$ cat src/rtl/mem_arb_pkg.sv
// Shared types for the unified-memory port arbiter: FSM encoding, grant owner, default widths.
// Pure declarations; no latency or flow-control behaviour of its own.
package mem_arb_pkg;

  localparam int ADDR_W_DEF     = 8;
  localparam int DATA_W_DEF     = 8;
  localparam int STARVE_MAX_DEF = 4;
  localparam int STARVE_CNT_W   = 4;

  typedef enum logic [1:0] {
    IDLE   = 2'd0,
    GNT_IF = 2'd1,
    GNT_DM = 2'd2
  } arb_state_t;

  typedef enum logic [1:0] {
    OWN_NONE = 2'd0,
    OWN_IF   = 2'd1,
    OWN_DM   = 2'd2
  } owner_t;

  function automatic owner_t state_owner(arb_state_t s);
    case (s)
      GNT_IF:  return OWN_IF;
      GNT_DM:  return OWN_DM;
      default: return OWN_NONE;
    endcase
  endfunction

endpackage

$ cat src/rtl/arb_starve_cnt.sv
// Saturating starvation counter: clr wins over inc, sat flags the limit; 1-cycle update.
// No handshake; the owner decides when to increment or clear.
module arb_starve_cnt #(
  parameter int W   = 4,
  parameter int MAX = 4
) (
  input  logic clk,
  input  logic rstn,
  input  logic inc,
  input  logic clr,
  output logic sat
);

  logic [W-1:0] cnt;

  assign sat = (cnt == W'(MAX));

  always_ff @(posedge clk) begin
    if (!rstn) begin
      cnt <= '0;
    end else if (clr) begin
      cnt <= '0;
    end else if (inc && !sat) begin
      cnt <= cnt + W'(1);
    end
  end

endmodule

$ cat src/rtl/mem_port_arb.sv
// IF/MEM arbiter for the single-port memory: data has priority, starvation counter forces fetch; request-to-ack >= 2 cycles.
// Requesters hold req until a one-cycle ack; memory side holds mem_req until mem_ready.
module mem_port_arb
  import mem_arb_pkg::*;
#(
  parameter int ADDR_W     = ADDR_W_DEF,
  parameter int DATA_W     = DATA_W_DEF,
  parameter int STARVE_MAX = STARVE_MAX_DEF
) (
  input  logic              clk,
  input  logic              rstn,
  input  logic              if_req,
  input  logic [ADDR_W-1:0] if_addr,
  output logic [DATA_W-1:0] if_rdata,
  output logic              if_ack,
  output logic              if_stall,
  input  logic              dm_req,
  input  logic              dm_we,
  input  logic [ADDR_W-1:0] dm_addr,
  input  logic [DATA_W-1:0] dm_wdata,
  output logic [DATA_W-1:0] dm_rdata,
  output logic              dm_ack,
  output logic              dm_stall,
  output logic              mem_req,
  output logic              mem_we,
  output logic [ADDR_W-1:0] mem_addr,
  output logic [DATA_W-1:0] mem_wdata,
  input  logic [DATA_W-1:0] mem_rdata,
  input  logic              mem_ready
);

  arb_state_t state;
  logic       if_act, dm_act;
  logic       grant_if, grant_dm;
  logic       starve_sat;

  // A requester acked this cycle still holds req; masking it stops an immediate re-grant.
  assign if_act   = if_req & ~if_ack;
  assign dm_act   = dm_req & ~dm_ack;
  assign if_stall = if_act;
  assign dm_stall = dm_act;

  assign grant_if = (state == IDLE) && if_act && (!dm_act || starve_sat);
  assign grant_dm = (state == IDLE) && dm_act && !grant_if;

  arb_starve_cnt #(
    .W   (STARVE_CNT_W),
    .MAX (STARVE_MAX)
  ) u_starve (
    .clk  (clk),
    .rstn (rstn),
    .inc  (grant_dm && if_act),
    .clr  (grant_if),
    .sat  (starve_sat)
  );

  always_ff @(posedge clk) begin
    if (!rstn) begin
      state     <= IDLE;
      mem_req   <= 1'b0;
      mem_we    <= 1'b0;
      mem_addr  <= '0;
      mem_wdata <= '0;
      if_ack    <= 1'b0;
      dm_ack    <= 1'b0;
      if_rdata  <= '0;
      dm_rdata  <= '0;
    end else begin
      if_ack <= 1'b0;
      dm_ack <= 1'b0;
      case (state)
        IDLE: begin
          if (grant_if) begin
            state     <= GNT_IF;
            mem_req   <= 1'b1;
            mem_we    <= 1'b0;
            mem_addr  <= if_addr;
            mem_wdata <= '0;
          end else if (grant_dm) begin
            state     <= GNT_DM;
            mem_req   <= 1'b1;
            mem_we    <= dm_we;
            mem_addr  <= dm_addr;
            mem_wdata <= dm_wdata;
          end
        end
        GNT_IF, GNT_DM: begin
          if (mem_ready) begin
            state   <= IDLE;
            mem_req <= 1'b0;
            if (state_owner(state) == OWN_IF) begin
              if_ack   <= 1'b1;
              if_rdata <= mem_rdata;
            end else begin
              dm_ack <= 1'b1;
              if (!mem_we) dm_rdata <= mem_rdata;
            end
          end
        end
        default: state <= IDLE;
      endcase
    end
  end

endmodule
$ cat config.mk
export PLATFORM = sky130hd
export DESIGN_NAME = mem_port_arb
export DESIGN_NICKNAME = d
export VERILOG_FILES = /design/src/rtl/mem_arb_pkg.sv /design/src/rtl/arb_starve_cnt.sv /design/src/rtl/mem_port_arb.sv
export SDC_FILE = /design/constraint.sdc
export NUM_CORES = 1
export LEC_CHECK = 0
export ABC_AREA = 1
export CORE_UTILIZATION = 40
export CTS_BUF_LIST = sky130_fd_sc_hd__clkbuf_8
export DETAILED_ROUTE_END_ITERATION = 10
export PLACE_DENSITY = 0.79
export RECOVER_POWER = 25
export SYNTH_ARGS = -nofsm -noshare
export SYNTH_HDL_FRONTEND = slang
export SYNTH_SLANG_ARGS = --single-unit
export TNS_END_PERCENT = 30
$ cat constraint.sdc
create_clock -name clk -period 1.4 [get_ports clk]
set_clock_uncertainty 0.05 [all_clocks]
set_input_delay 0.28 -clock clk [delete_from_list [all_inputs] [get_ports clk]]
set_output_delay 0.28 -clock clk [all_outputs]
set_load 0.005 [all_outputs]
# After elaboration in Yosys (flattened, before gate mapping)
# Cells that the tools add are included.
# Widths: inputs -> output; s select.
[classes]
div = 0
reduce_logical = 21
n_eq_ne = 6
n_lt_le_gt_ge = 0
addsub = 1
n_mul = 0
n_bitwise = 7
muxes = 20
n_shift = 0
[ops]
columns = ["op", "count"]
rows = [
  ["$mux 8", 4],
  ["$mux 2", 6],
  ["$reduce_and 3->1", 3],
  ["$pmux 2 s2", 2],
  ["$mux 1", 7],
  ["$logic_and 1x1->1", 6],
  ["$not 1->1", 5],
  ["$add 4x1->4 const B", 1],
  ["$eq 2x1->1 const B", 2],
  ["$eq 4x3->1 const B", 1],
  ["$reduce_and 2->1", 2],
  ["$reduce_and 4->1", 1],
  ["$reduce_bool 2->1", 2],
  ["$reduce_or 2->1", 2],
  ["$logic_not 1->1", 3],
  ["$ne 3x3->1 const B", 1],
  ["$and 1x1->1", 2],
  ["$eq 2x2->1 const B", 1],
  ["$logic_not 2->1", 1],
  ["$ne 2x2->1 const B", 1],
  ["$pmux 1 s2", 1],
  ["$logic_or 1x1->1", 1],
]
[word_totals]
latchBits = 0
elab_cells = 65
n_memories = 0
romBits = 0
output_inout_bits = 38
ram_bits = 0
in_bits = 38
reg_bits = 42

# Depth between registers and ports, before layout
[depth]
ltp_word = 10
depth_mapped = 8
ltp_nobuf = 7

# Modules after synthesis
# Synthesis repeated with hierarchy kept, for this count alone.
[hier_totals]
hier_cells = 249
area_unflattened_um2 = 1844.3
[by_module_without_submodules]
columns = ["module", "seq_area_each_um2", "n_inst", "cells_each", "area_per_inst_um2"]
rows = [
  ["mem_port_arb", 760.7, 1, 212, 1597.8],
  ["arb_starve_cnt", 80.1, 1, 37, 246.5],
]

# Worst setup path before layout
# Ideal clock, no wire load.
[synth_path]
path_kind = "register -> register"
from = "reg state[0]"
to = "reg if_rdata[3]"
path_stages_with_launch = 8
required_time_ps = 1279
period_less_slack_ps = 1447
arrival_time_ps = 1326
setup_time_ps = 71
setup_slack_ps = -47
path_buffers = 0
path_cell_list = "dfxtp_1 > inv_1 > ha_1 > nand2_1 > clkinv_1 > nand2_2 > nand2_1 > a21oi_1"
[synth_between]
elab_chain_cells = 7
word_cells_on_any_way = 9
cone_classes = "eq/ne (3); mux (4); reduce/logical (2)"
[synth_rtl]
columns = ["element", "line", "text"]
rows = [
  ["start, declared", "mem_port_arb.sv:32", "arb_state_t state;"],
  ["start signal, assigned", "mem_port_arb.sv:59", "state <= IDLE;"],
  ["start signal, assigned", "mem_port_arb.sv:74", "state <= GNT_IF;"],
  ["start signal, assigned", "mem_port_arb.sv:80", "state <= GNT_DM;"],
  ["$eq 2x2->1 / $eq 2x1->1 (equally long branches)", "mem_arb_pkg.sv:23, mem_port_arb.sv:71", ""],
  ["$pmux 2 s2", "mem_arb_pkg.sv:23", "case (s)"],
  ["$mux 2", "mem_port_arb.sv:88", "if (mem_ready) begin"],
  ["$mux 2", "mem_port_arb.sv:71", "case (state)"],
  ["$mux 2", "mem_port_arb.sv:58", "if (!rstn) begin"],
  ["$eq 2x1->1", "mem_port_arb.sv:91", "if (state_owner(state) == OWN_IF) begin"],
  ["$reduce_and 3->1 (no source line) *", "n/a", ""],
  ["end signal, assigned", "mem_port_arb.sv:93", "if_rdata <= mem_rdata;"],
  ["end, declared", "mem_port_arb.sv:14", "output logic [DATA_W-1:0] if_rdata,"],
]
# Mark *: on every way between the ends. The rest lies on a longest branch, timed or not. The select of a mux whose other input is x is not followed.
# A chain may end at the register's enable or synchronous reset.

# Worst setup path after layout
[layout_path]
from = "in if_req"
to = "out if_stall"
[layout_between]
elab_chain_cells = 1
[layout_rtl]
columns = ["element", "line", "text"]
rows = [
  ["start, declared", "mem_port_arb.sv:12", "input logic if_req,"],
  ["$and 1x1->1", "mem_port_arb.sv:38", "assign if_act = if_req & ~if_ack;"],
  ["end, declared", "mem_port_arb.sv:16", "output logic if_stall,"],
]
# Every way passes these cells.

==> run_results.csv <==
group,metric,value,unit
clock_tree,cts_buffers,5,
finish,num-nets-final,388,
timing,grt_setup_unrepaired,"yes",
finish,fillerInstances,369,
clock_tree,clock_tree.root_cell,"clkbuf_8",
placement,dp_hpwl,3540,µm
worst_setup_path,critPathBufInv,3,
detailed_routing,route.antenna.remaining_nets,0,
clock_tree,postCtsHoldBufs,0,
clock_tree,clk_pin_slew,80,ps
finish,area_growth,67.3,%
synthesis,synth_enable_flop_cells,0,
worst_setup_path,timing.critical_path.fanout_max,2,
global_routing,gr_usage_total,20.2,%
worst_hold_path,worst_hold_path_type,"register to register",
timing,count_of_endpoints_failing_setup_in_the_final_report,0,
die,die_area,0.00481,mm²
synthesis,yosys_register_bits,42,
synthesis,synth_nets,286,
finish,finish.utilization,69.7,%
timing,timing.slew.headroom,82.3,%
timing,finalHoldViolations,0,
timing,setup_tns,0,ps
detailed_routing,vias_per_cell,4.92,
detailed_routing,drt_pass1_iterations,4,
worst_setup_path,timing.critical_path.slowest_cell_delay,460,ps
clock_tree,cts_max_path_buffers,2,
detailed_routing,routedWlPerCell,13.0,µm
placement,placedCellCount,386,
global_routing,first_global_vias,1777,
die,ioPinCount,76,
worst_setup_path,timing.setup.critical_path_class,"input port to primary output",
placement,buffer_ports.inserted,75,
synthesis,postSynth.asyncResetShare,0,%
die,die_h,69.4,µm
synthesis,seq_area_frac_synth,46.3,%
finish,drive_gt1_share,25.4,%
finish,n_antenna_cell,0,
worst_hold_path,depth_of_the_worst_hold_timing_path,2,
timing,finalHoldWorstSlack,410,ps
detailed_routing,drt_iter0_markers,52,
power,ir_drop,0.000659,V
synthesis,syn_inst,244,
power,cellLeakagePower,1.39,nW
run_status,status,"finished clean",
worst_setup_path,crit_path_cell_count,4,
synthesis,netlist_area,0.00182,mm²
global_routing,grt_pass1_wl,7970,µm
clock_tree,number_of_h_tree_levels,2,
detailed_routing,route.vias.total,1964,
detailed_routing,drc_errors,0,
timing,tightest_slew,265,ps
timing,final_min_period_over_clock_period,99.7,%
timing,min_period,1400,ps
worst_setup_path,crit_path_end_kind,"primary output",
finish,post_layout_nonfiller_instances,399,
timing,max_freq,716,MHz
global_routing,grt-ovfl-total,0,
global_routing,grt_start_max_net_pins,18,
synthesis,synthesis_warning_total,0,
synthesis,mean_post_synth_cell_area,7.44,µm²
global_routing,number_of_antenna_violations_at_the_first_check_in_global_routing,0,
power,cellPowerDensity,990,mW/mm²
die,die_w,69.4,µm
worst_setup_path,r2r.worst_path.cells,7,
placement,gpl.final_weighted_congestion,0.784,
timing,timing_max_transition_violations_final,0,
worst_setup_path,critical_path_required,1070,ps
clock_tree,numClockSinks,42,
worst_setup_path,crit_family,"buffers and inverters",
clock_tree,clock_latency,290,ps
worst_setup_path,kind_of_start_point_of_the_critical_path,"input port",
die,core_area,0.00435,mm²
synthesis,synth-main-ff-cell,"dfxtp_1",
die,row_count,24,
synthesis,number_of_distinct_library_cells_after_synthesis,22,
worst_setup_path,crit_path_top_delay_cell,"clkdlybuf4s50_1",
die,start_util,41.7,%
worst_setup_path,worstPathArrival,1070,ps
clock_tree,cts_tree,"done",
worst_setup_path,worstPathCellList,"clkdlybuf4s50_1 -> nand2_1 -> inv_1 -> clkdlybuf4s15_2",
detailed_routing,routed_wl,5170,µm
job,maxCapViolCount,0,
==> placed cells by master, fill, tap and decap left out, types with 2 or more instances in the layout <==
cell              n
buf_6             2
nand2_4           3
nand2_1          50
dfxtp_1          29
clkdlybuf4s50_1  36
a21oi_2           2
inv_2             5
nor2_2            4
dfxtp_2          12
clkbuf_8          6
ha_4              2
buf_12            3
o21ai_0           8
nand3_2           2
nand2_2           5
o21ai_2           5
clkinv_2          2
o21ai_1           3
buf_4            23
nor2_4            2
a21oi_1          30
dlygate4sd2_1    36
inv_1            16
nand4_1           2
nand3_1          30
nor2_1           15
==> cell type report <==
class | instances | area, µm² | area share, %
Clock buffer | 6 | 82.6 | 2.72
Tap cell | 52 | 65.1 | 2.14
Timing Repair Buffer | 104 | 985 | 32.4
Clock inverter | 2 | 12.5 | 0.412
Inverter | 23 | 90.1 | 2.97
Multi-Input combinational cell | 170 | 942 | 31.0
Sequential cell | 42 | 860 | 28.3
==> kinds of logic after synthesis <==
group	synth area share, %
and+or+nand+nor	28.7
DFF	46.3
AOI/OAI and AO/OA	13.4
adders and majority gates	2.76
xor gates and xnor gates	0.483
buffers and inverters	8.27
==> power by group <==
part	total (mW)	switching, mW	internal [mW]
combinational	0.859	0.419	0.440
clock	0.809	0.413	0.396
sequential	1.34	0.0451	1.29
==> per-layer routing <==
layer  global-route usage, %  routed length [µm]  vias to the layer above
li1                        -                   -                     1002
met1                    27.3                2320                      881
met2                    31.2                2410                       75
met3                    6.54                 396                        6
met4                    5.44                  42                        0
met5                       0                   0                        -
==> metrics by stage <==
stage                     instance area (µm²)  total power [mW]  worst slack (ps)
final                                    3040              3.01              3.88
after floorplan                          1820              1.72             -27.8
after global routing                     3040              3.19             -37.0
after CTS                                2880              2.93             -29.5
after detailed placement                 2790              2.16              -370
after global placement                   2790              2.15              -360
==> registers in the layout, summed over array words and instances (netlist names) <==
name	flops
mem_we	1
mem_wdata	8
u_starve.cnt	4
if_rdata	8
if_ack	1
state	2
mem_req	1
dm_ack	1
dm_rdata	8
mem_addr	8
==> synthesized netlist by cell type (3+ instances only) <==
master	instances	share of area [%]
nand2_1	55	11
dfxtp_1	42	46
nand3_1	32	8.8
a21oi_1	31	8.5
inv_1	22	4.5
nor2_1	18	3.7
o21ai_0	16	4.4
ha_1	4	2.8
buf_2	3	0.83
clkbuf_1	3	0.62
nand2_2	3	1.0
==> timing repair <==
item,CTS,global route
setup endpoints to repair,71,42
setup buffers,0,3
resized for setup,70,41
pin swaps,1,10
gates cloned,0,2
==> final timing paths <==
| kind | startpoint | to | slack [ps] |
|---|---|---|---|
| setup reg to reg | state[1] | dm_rdata[6] | 30 |
| hold reg to reg | mem_wdata[3] | mem_wdata[3] | 410 |
| hold / removal | mem_wdata[3] | mem_wdata[3] | 410 |
| setup / recovery | if_req | if_stall | 4 |
==> tightest hold or removal path: stages, from the launching register on <==
cell	delay (ps)
dfxtp_2	320
nand2_1	50
a21oi_1	50
No activity file was read; power rests on OpenSTA's default activity.
